$ cat src/rtl/qracc_sram_ctrl.sv
// qracc_sram_ctrl
// Sequences single-row read and write accesses to the QrAcc analog SRAM macro.
// One request is accepted in IDLE. The controller then walks through
// PCH -> WL -> (SENSE for reads) -> DONE and drives precharge, wordline,
// column-select, write and sense-enable timing on the analog bundle.
// Every analog output is a flop, so the macro never sees decode glitches.
//
// Build option: define QRACC_SRAM_SKIP_WR_PCH_EN so that writes go from IDLE
// straight to WL without precharge. Reads always precharge.

module qracc_sram_ctrl #(
    parameter int numRows   = 128,
    parameter int numCols   = 32,
    parameter int pchCycles = 2,
    parameter int wlCycles  = 2,
    parameter int saCycles  = 1
) (
    input  logic                       clk,
    input  logic                       rst,
    // digital request/response channel
    input  logic                       rq_wr_i,
    input  logic                       rq_valid_i,
    output logic                       rq_ready_o,
    input  logic [$clog2(numRows)-1:0] addr_i,
    input  logic [numCols-1:0]         wr_data_i,
    output logic                       rd_valid_o,
    output logic [numCols-1:0]         rd_data_o,
    // analog control bundle, SRAM fields
    output logic [numRows-1:0]         wl_o,
    output logic                       pch_o,
    output logic                       write_o,
    output logic [numCols-1:0]         wr_data_o,
    output logic [numCols-1:0]         csel_o,
    output logic                       saen_o,
    input  logic [numCols-1:0]         sa_out_i
);

    localparam int AW = $clog2(numRows);

    // The down-counter must hold the longest phase length.
    localparam int MAX_CYC = (pchCycles > wlCycles) ?
                             ((pchCycles > saCycles) ? pchCycles : saCycles) :
                             ((wlCycles  > saCycles) ? wlCycles  : saCycles);
    localparam int CW = $clog2(MAX_CYC + 1);

    // Each phase loads length-1, so it lasts exactly that many cycles.
    localparam logic [CW-1:0] PCH_LOAD = CW'(pchCycles - 1);
    localparam logic [CW-1:0] WL_LOAD  = CW'(wlCycles - 1);
    localparam logic [CW-1:0] SA_LOAD  = CW'(saCycles - 1);
    localparam logic [CW-1:0] CNT_ZERO = CW'(0);
    localparam logic [CW-1:0] CNT_ONE  = CW'(1);

    localparam logic [numCols-1:0] COLS_ZERO = {numCols{1'b0}};
    localparam logic [numCols-1:0] COLS_ONES = {numCols{1'b1}};
    localparam logic [numRows-1:0] ROWS_ZERO = {numRows{1'b0}};

    typedef enum logic [2:0] {
        ST_IDLE  = 3'd0,
        ST_PCH   = 3'd1,
        ST_WL    = 3'd2,
        ST_SENSE = 3'd3,
        ST_DONE  = 3'd4
    } state_t;

    state_t               state_r;
    logic [CW-1:0]        cnt_r;
    logic                 wr_r;
    logic [AW-1:0]        addr_r;
    logic [numCols-1:0]   data_r;

    // Row decoder. An address with no matching row (possible only when
    // numRows is not a power of two) leaves every wordline low.
    function automatic logic [numRows-1:0] row_decode(input logic [AW-1:0] a);
        logic [numRows-1:0] oh;
        oh = ROWS_ZERO;
        for (int i = 0; i < numRows; i++) begin
            oh[i] = (a == AW'(i));
        end
        return oh;
    endfunction

    // Access sequencer: state, phase counter, latched request and all registered outputs.
    always_ff @(posedge clk) begin
        if (rst) begin
            state_r    <= ST_IDLE;
            cnt_r      <= CNT_ZERO;
            wr_r       <= 1'b0;
            addr_r     <= {AW{1'b0}};
            data_r     <= COLS_ZERO;
            rq_ready_o <= 1'b1;
            rd_valid_o <= 1'b0;
            rd_data_o  <= COLS_ZERO;
            wl_o       <= ROWS_ZERO;
            pch_o      <= 1'b0;
            write_o    <= 1'b0;
            wr_data_o  <= COLS_ZERO;
            csel_o     <= COLS_ZERO;
            saen_o     <= 1'b0;
        end else begin
            case (state_r)
                ST_IDLE: begin
                    rd_valid_o <= 1'b0;
                    if (rq_valid_i) begin
                        // Handshake: ready is high throughout IDLE.
                        wr_r       <= rq_wr_i;
                        addr_r     <= addr_i;
                        data_r     <= wr_data_i;
                        rq_ready_o <= 1'b0;
`ifdef QRACC_SRAM_SKIP_WR_PCH_EN
                        if (rq_wr_i) begin
                            // Writes overdrive the bitlines, so precharge is skipped.
                            state_r   <= ST_WL;
                            cnt_r     <= WL_LOAD;
                            wl_o      <= row_decode(addr_i);
                            csel_o    <= COLS_ONES;
                            write_o   <= 1'b1;
                            wr_data_o <= wr_data_i;
                        end else begin
                            state_r <= ST_PCH;
                            cnt_r   <= PCH_LOAD;
                            pch_o   <= 1'b1;
                        end
`else
                        state_r <= ST_PCH;
                        cnt_r   <= PCH_LOAD;
                        pch_o   <= 1'b1;
`endif
                    end else begin
                        rq_ready_o <= 1'b1;
                    end
                end

                ST_PCH: begin
                    if (cnt_r == CNT_ZERO) begin
                        // Precharge ends in the same edge the wordline rises,
                        // so PCH and WL never overlap.
                        state_r   <= ST_WL;
                        cnt_r     <= WL_LOAD;
                        pch_o     <= 1'b0;
                        wl_o      <= row_decode(addr_r);
                        csel_o    <= COLS_ONES;
                        write_o   <= wr_r;
                        wr_data_o <= wr_r ? data_r : COLS_ZERO;
                    end else begin
                        cnt_r <= cnt_r - CNT_ONE;
                    end
                end

                ST_WL: begin
                    if (cnt_r == CNT_ZERO) begin
                        if (wr_r) begin
                            state_r   <= ST_DONE;
                            cnt_r     <= CNT_ZERO;
                            wl_o      <= ROWS_ZERO;
                            csel_o    <= COLS_ZERO;
                            write_o   <= 1'b0;
                            wr_data_o <= COLS_ZERO;
                        end else begin
                            // Wordline and column select stay up while sensing.
                            state_r <= ST_SENSE;
                            cnt_r   <= SA_LOAD;
                            saen_o  <= 1'b1;
                        end
                    end else begin
                        cnt_r <= cnt_r - CNT_ONE;
                    end
                end

                ST_SENSE: begin
                    if (cnt_r == CNT_ZERO) begin
                        // Capture the sense amps on the last sensing edge.
                        state_r    <= ST_DONE;
                        rd_data_o  <= sa_out_i;
                        rd_valid_o <= 1'b1;
                        saen_o     <= 1'b0;
                        wl_o       <= ROWS_ZERO;
                        csel_o     <= COLS_ZERO;
                    end else begin
                        cnt_r <= cnt_r - CNT_ONE;
                    end
                end

                ST_DONE: begin
                    state_r    <= ST_IDLE;
                    cnt_r      <= CNT_ZERO;
                    rd_valid_o <= 1'b0;
                    rq_ready_o <= 1'b1;
                end

                default: begin
                    // Unreachable encoding: park safely with the macro idle.
                    state_r    <= ST_IDLE;
                    cnt_r      <= CNT_ZERO;
                    rq_ready_o <= 1'b1;
                    rd_valid_o <= 1'b0;
                    wl_o       <= ROWS_ZERO;
                    pch_o      <= 1'b0;
                    write_o    <= 1'b0;
                    wr_data_o  <= COLS_ZERO;
                    csel_o     <= COLS_ZERO;
                    saen_o     <= 1'b0;
                end
            endcase
        end
    end

endmodule

$ cat config.mk
export PLATFORM = sky130hd
export DESIGN_NAME = qracc_sram_ctrl
export DESIGN_NICKNAME = d
export VERILOG_FILES = /design/src/rtl/qracc_sram_ctrl.sv
export SDC_FILE = /design/constraint.sdc
export NUM_CORES = 1
export LEC_CHECK = 0
export ABC_AREA = 1
export BUFFER_PORTS_ARGS = -buffer_cell sky130_fd_sc_hd__buf_2
export CORE_MARGIN = 2
export CORE_UTILIZATION = 53
export CTS_BUF_LIST = sky130_fd_sc_hd__clkbuf_8
export CTS_CLUSTER_DIAMETER = 120
export DETAILED_ROUTE_END_ITERATION = 12
export PLACE_DENSITY = 0.84
export SYNTH_ARGS = -nofsm -noshare
export SYNTH_HDL_FRONTEND = slang
export SYNTH_SLANG_ARGS = --single-unit
$ cat constraint.sdc
create_clock -name clk -period 2.4 [get_ports clk]
set_clock_uncertainty 0.15 [all_clocks]
set_input_delay 0.24 -clock clk [delete_from_list [all_inputs] [get_ports clk]]
set_output_delay 0.24 -clock clk [all_outputs]
set_load 0.05 [all_outputs]
* After elaboration in Yosys (flattened, before gate mapping)
Cells that the tools add are included.
Storage, ports and cells: register bits after elaboration 274, bits in latches 0, bits in writable memories 0, memory bits (read-only) 0, input bits 75, word-level logic and storage cells 214, memories 0
Cells by class: add/sub/neg operators 1, multipliers 0, divide/modulo/power cells 0, order comparisons 0, equality and inequality tests 138, shift-type cells 0, mux-type cells 38, bitwise operators 5, reduce and logical (&&, ||, !) cells 18
Operators with widths (count):
- $mux 128 | 4
- $pmux 128 s4 | 1
- $eq 7x7->1 const B | 64
- $eq 7x6->1 const B | 32
- $mux 32 | 6
- $pmux 32 s4 | 1
- $eq 7x5->1 const B | 16
- $pmux 32 s3 | 1
- $eq 7x4->1 const B | 8
- $eq 7x3->1 const B | 4
- $mux 3 | 5
- $eq 7x2->1 const B | 2
- $ne 2x2->1 const B | 7
- $pmux 3 s4 | 1
- $reduce_and 4->1 | 3
- $reduce_or 3->1 | 4
- $mux 1 | 9
- $pmux 1 s3 | 3
- $mux 2 | 4
- $pmux 2 s4 | 1
- $reduce_and 2->1 | 4
- $eq 7x1->1 const B | 1
- $logic_not 7->1 | 1
- $eq 3x2->1 const B | 2
- other kinds (10) | 16

* Depth between registers and ports, before layout
Gate-level depths: netlist (run 1).
depth in word-level cells 4, mapped depth 11, mapped depth without buffers 9

* Worst setup path after synthesis (run 1)
Ideal clock, no wire load.
kind reg-to-output, start register, netlist name csel_o[30], end output csel_o[10], arrival time 1.463 ns, required time 2.010 ns, slack 0.547 ns, cell stages (with the launch flop) 2, path buffers 1, cell sequence dfxtp_1 buf_4
RTL lines:
- end: declaration | RTL line 33 | output logic [numCols-1:0] csel_o,

* Worst setup path after layout (run 1)
start register state_r[2], end register wr_data_o[23]
On the way: cells in the longest elaborated chain, start to end 4, elaborated cells on any way between the ends 12, classes of those cells 7 x eq/ne; 1 x mux; 1 x bitwise; 3 x reduce/logical
RTL lines:
- start: declaration | RTL line 65 | state_t state_r;
- start signal: assignment | RTL line 85 | state_r <= ST_IDLE;
- start signal: assignment | RTL line 124 | state_r <= ST_PCH;
- start signal: assignment | RTL line 137 | state_r <= ST_WL;
- $eq 3x2->1, or another cell as far along | RTL line 100 | case (state_r)
- $reduce_or 3->1 (no line)
- $not 1->1 (no line)
- $reduce_and 4->1 (no line)
- end signal: assignment | RTL line 143 | wr_data_o <= wr_r ? data_r : COLS_ZERO;
- end: declaration | RTL line 32 | output logic [numCols-1:0] wr_data_o,
Parallel ways exist; a longest one is shown, timed or not. A chain may end at the register's enable or synchronous reset.

==> out/results.txt, run 1 <==
r2r worst-path depth -> 8
Achievable Freq -> 478 MHz
Top-Level Pins -> 304
Post-Syn Instances -> 1455
xor and xnor area share after synthesis -> 0
Core Util, Final -> 0.697
footprint of the multi-input gates -> 0.00403 mm2
r2r endpoint -> wr_data_o[23]
critical path's top delay family -> simple AND/OR/NAND/NOR gates
adder-cell area share of the yosys netlist -> 0.00372
Tightest Hold Check Type -> input pin to flop
Final HPWL DP -> 18.5 mm
setup repair after global routing missed its margin -> false
CTS Buffer Depth -> 3
final setup vio count -> 0
Post-Synth Simple-Gate Area -> 0.251
multiplexer share of the synthesized area -> 0
GRT Total Usage -> 0.291
Clk Latency, worst-skew pair -> 0.54 ns
vias in the first global route -> 9670
Yosys warnings -> 0
Clock Sink Count -> 243
Fin. Hold Viols -> 0
Clk pin slew, worst setup/hold paths -> 0.06 ns
# nets final -> 1849
crit path DAT -> 2.35 ns
H-tree levels -> 2
Yosys cell types -> 22
worst-margin pin slew -> 0.735 ns
# diodes -> 0
synth-to-layout area growth -> 29.2%
syn_nets -> 1533
Critical Path Slowest Stage Cell -> dfxtp_1
DR pass1 iterations -> 7
end of the critical path -> wr_data_o[23]
vias -> 10.5k
share of cells above drive strength 1 -> 0.214
Routed Antenna Nets -> 0
Final period util -> 0.871
Compound-Gate Fraction of Synth Area -> 0.143
initial drt markers -> 739
vias per cell -> 5.15
crit path kind -> flop to flop
largest net degree at the start of global routing -> 88
initial antenna violation count -> 0
initial core utilization -> 0.539
setup TNS -> 0 ns
flops & latches, synth -> 243
Crit Path Max Fanout -> 32
post_cts resized -> 0
outcome -> finished, final reports clean
RR Startpoint -> state_r[2]
Final Max Tran Viols -> 0
Placed Area -> 0.0115 mm2
Fillers -> 1460
slowest stage delay, CP -> 0.44 ns
chip height -> 142 um
Site Rows -> 50
main combinational cell family by area after synthesis -> simple AND/OR/NAND/NOR gates
final hold slack -> 0.0243 ns
syn avg cell area -> 6.93 um2
Placeable Area -> 0.0187 mm2
CP required -> 2.66 ns
DRC -> 0
Critical path origin -> state_r[2]
Register Area -> 0.00486 mm2
Max Cap Viol -> 0
register area share after synthesis -> 0.482
Crit path buffers/inverters -> 3
Die Width -> 142 um
crit start category -> flop
Clock Tree Root -> clkbuf_8
CTS tree -> yes
Max-slew headroom -> 0.508
die area -> 0.0202 mm2
PortBufs -> 303
CP Capture Type -> flop
total congestion overflow -> 0
RD Place Congestion -> 0.884
Final min period -> 2.09 ns
routed length per instance -> 14.9 um
critical path depth in cells -> 8
CP Cell Sequence -> inv_2 > nand3_2 > inv_2 > nand2_1 > nand3_2 > buf_12 > o21ai_0 > nor2_1
CTS buffer count -> 42
first-pass GRT wire length -> 47.3 mm
Mapped Area -> 0.0101 mm2
Design Area, Final -> 0.0130 mm2
r2r setup slk -> 0.31 ns
final wirelength -> 30.3 mm
[routing by layer]
metal  up-vias  track usage  share of wire
met2       540        0.486           0.47
met4         0        0.168          0.057
li1       5135            -              -
met5         -            0              0
met3       121       0.0656          0.083
met1      4683        0.346           0.39
[worst min path at each step]
stage,start,end,slack [ns],cells past startpoint
after floorplan,rq_valid_i,rq_ready_o,0.25,1
after global placement,data_r[1],data_r[1],0.29,2
after detailed placement,data_r[31],data_r[31],0.29,2
final,rst,state_r[0],0.02,4
after global routing,rst,state_r[0],0.05,4
after CTS,rst,state_r[0],0.02,4
[cell usage after synthesis]
cell | count | share of area
a21oi_1 | 99 | 0.049
buf_1 | 2 | 0.00074
buf_2 | 23 | 0.011
buf_4 | 43 | 0.032
clkbuf_1 | 54 | 0.020
clkbuf_2 | 1 | 0.00050
clkinv_1 | 1 | 0.00037
dfxtp_1 | 243 | 0.48
ha_1 | 3 | 0.0037
inv_1 | 144 | 0.054
inv_2 | 3 | 0.0011
nand2_1 | 156 | 0.058
nand2_2 | 1 | 0.00062
nand3_1 | 48 | 0.024
nand3_2 | 2 | 0.0020
nand3b_1 | 1 | 0.00074
nor2_1 | 440 | 0.16
nor3_4 | 1 | 0.0016
o2111ai_1 | 1 | 0.00087
o21ai_0 | 150 | 0.074
o21ai_1 | 38 | 0.019
or2_2 | 1 | 0.00062
[state kept, by name, summed over array words and instances (netlist names)]
register    count
rq_ready_o      1
addr_r          7
rd_valid_o      1
pch_o           1
csel_o          1
data_r         32
state_r         3
wl_o          128
cnt_r           2
rd_data_o      32
wr_r            1
write_o         1
wr_data_o      32
saen_o          1
[cell usage in the layout (no fill, tap or decap), drive strengths merged]
cell type    Yosys  routed
a21oi           99      99
buf             68     322
bufinv           0       2
clkbuf          55      46
clkinv           1       4
clkinvlp         0       1
dfxtp          243     243
dlygate4sd3      0      73
ha               3       3
inv            147     169
nand2          157     157
nand3           50      50
nand3b           1       1
nor2           440     440
nor3             1       1
o2111ai          1       1
o21ai          188     188
or2              1       1
[worst reg2reg max path: cells and delay by family, from the launching register on]
| kind | cells | cell delay (ns) |
|---|---|---|
| AOI/OAI and AO/OA | 1 | 0.21 |
| buffers and inverters | 3 | 0.51 |
| and+or+nand+nor | 4 | 0.68 |
| DFF | 1 | 0.44 |
[logic make-up (layout without fill, tap and decap cells)]
family | after synthesis | in the layout
compound gates | 288 | 288
fa+ha+maj | 3 | 3
buf+inv | 271 | 617
flops | 243 | 243
simple gates | 650 | 650
[per-stage QoR]
step,instances,setup slack (ns)
6_report,2035,0.309
5_1_grt,2035,0.177
4_1_cts,2035,0.361
3_5_place_dp,1888,0.390
3_3_place_gp,1888,0.432
2_1_floorplan,1455,0.547
[cell type report]
class,count,area share
repair buffers,395,0.191
well taps,234,0.0225
flip-flops and latches,243,0.373
clock buffers,46,0.0486
clock inverters,28,0.0126
inverters,148,0.0429
multi-input cells,941,0.309
[what timing repair did]
| item | 4_1_cts | 5_1_grt |
|---|---|---|
| setup buffers | 0 | 0 |
| endpoints found under the hold margin | 73 | 0 |
| hold buffers | 73 | 0 |
Power of run 1 is not shown: default switching activity piles up to over one toggle a cycle in this logic, so the estimate is an artifact.
==> run 2: changes to the inputs <==
- RECOVER_POWER: unset -> 100
==> run 2 against run 1 <==
Net effect:
- die area stayed put
- first-iteration DRC count is 6.8% higher
- final cell count is the same
- routed wire length increased by 0.60%
- non-clock buffer count unchanged
- via count up 0.12%
- fmax is 1.8% lower
- critical path type unchanged
- critical endpoint is now data_r[20]
==> out/results.txt, run 2 (synthesis results as in run 1) <==
RD Place Congestion -> 0.884
vias in the first global route -> 9670
Final HPWL DP -> 18.5 mm
Final Max Tran Viols -> 0
setup repair after global routing missed its margin -> false
most frequent cells in the layout -> nor2_1 (440), dfxtp_1 (243), clkbuf_1 (230)
final setup vio count -> 0
crit path DAT -> 2.42 ns
Die Width -> 142 um
r2r setup slk -> 0.27 ns
GRT Total Usage -> 0.291
H-tree levels -> 2
routed length per instance -> 15.0 um
Clock Tree Root -> clkbuf_8
crit start category -> flop
vias per cell -> 5.16
Fin. Hold Viols -> 0
outcome -> finished, final reports clean
Clk Latency, worst-skew pair -> 0.54 ns
share of cells above drive strength 1 -> 0.0850
largest net degree at the start of global routing -> 88
total congestion overflow -> 0
chip height -> 142 um
Routed Antenna Nets -> 0
Critical path origin -> state_r[1]
Top-Level Pins -> 304
# diodes -> 0
initial antenna violation count -> 0
setup TNS -> 0 ns
CP required -> 2.69 ns
vias -> 10.5k
Clock Sink Count -> 243
initial drt markers -> 789
DR pass1 iterations -> 6
slowest stage delay, CP -> 0.73 ns
Clk pin slew, worst setup/hold paths -> 0.06 ns
CP Capture Type -> flop
CTS tree -> yes
CTS buffer count -> 42
Final period util -> 0.887
footprint of the multi-input gates -> 0.00403 mm2
DRC -> 0
r2r worst-path depth -> 5
# nets final -> 1849
worst-margin pin slew -> 0.921 ns
CTS Buffer Depth -> 3
max reg flops -> 128
Register Area -> 0.00486 mm2
end of the critical path -> data_r[20]
Final min period -> 2.13 ns
critical path depth in cells -> 5
Post CTS Setup Buffer Count -> 0
initial core utilization -> 0.539
PortBufs -> 303
Max Cap Viol -> 0
r2r endpoint -> data_r[20]
Critical Path Slowest Stage Cell -> buf_2
Crit path buffers/inverters -> 1
Max-slew headroom -> 0.386
Placeable Area -> 0.0187 mm2
Achievable Freq -> 470 MHz
RR Startpoint -> state_r[1]
largest register by flop count -> wl_o
final wirelength -> 30.4 mm
Crit Path Max Fanout -> 58
die area -> 0.0202 mm2
most common cell after layout, fill and taps aside -> nor2_1
first-pass GRT wire length -> 47.3 mm
synth-to-layout area growth -> 26.1%
Site Rows -> 50
critical path's top delay family -> buffers and inverters
CP Cell Sequence -> nor2_1 > nand3_1 > buf_2 > o21ai_0 > a21oi_1
Tightest Hold Check Type -> input pin to flop
crit path kind -> flop to flop
Fillers -> 1603
[run 2: worst min-delay path by stage]
| stage | from | end | slack (ns) | cells past startpoint |
|---|---|---|---|---|
| finish | rst | state_r[0] | 0.02 | 4 |
| floorplan | rq_valid_i | rq_ready_o | 0.25 | 1 |
| CTS | rst | state_r[0] | 0.02 | 4 |
| detailed placement | data_r[31] | data_r[31] | 0.29 | 2 |
| global placement | data_r[1] | data_r[1] | 0.29 | 2 |
| global route | rst | state_r[0] | 0.05 | 4 |
[run 2: area by class of cell]
class | instances | area share
clock buffer | 46 | 0.0498
clock inverter | 28 | 0.0129
inverter | 148 | 0.0440
multi-input combinational | 941 | 0.316
sequential | 243 | 0.382
tap | 234 | 0.0230
timing repair buffer | 395 | 0.172
[run 2: per-layer routing]
layer / vias up / GRT usage / wire [um]
met5: - / 0 / 0
met4: 0 / 0.168 / 1690
met3: 122 / 0.0656 / 2490
met2: 536 / 0.486 / 14300
met1: 4707 / 0.346 / 12000
li1: 5127 / - / -
[run 2: worst reg2reg max path, delay by kind of cell (launching register included)]
family | cells | cell delay (ns)
buf+inv | 1 | 0.73
simple gates | 2 | 0.27
flops | 1 | 0.48
compound gates | 2 | 0.40
[run 2: metrics by stage]
step           worst slack [ns]  std cells  utilization  hold WS, ns  area (um2)
6_report                  0.271       2035        0.680       0.0224       12700
5_1_grt                   0.110       2035        0.680       0.0462       12700
4_1_cts                   0.361       2035        0.697       0.0214       13000
3_5_place_dp              0.390       1888        0.615        0.292       11500
3_3_place_gp              0.432       1888        0.615        0.289       11500
2_1_floorplan             0.547       1455            -        0.247       10100
[run 2: timing repair]
item,in CTS,in global routing
endpoints found under the hold margin,73,0
setup endpoints to repair,0,0
resized for setup,0,0
hold buffers,73,0
Power of run 2 is left out for the same reason.
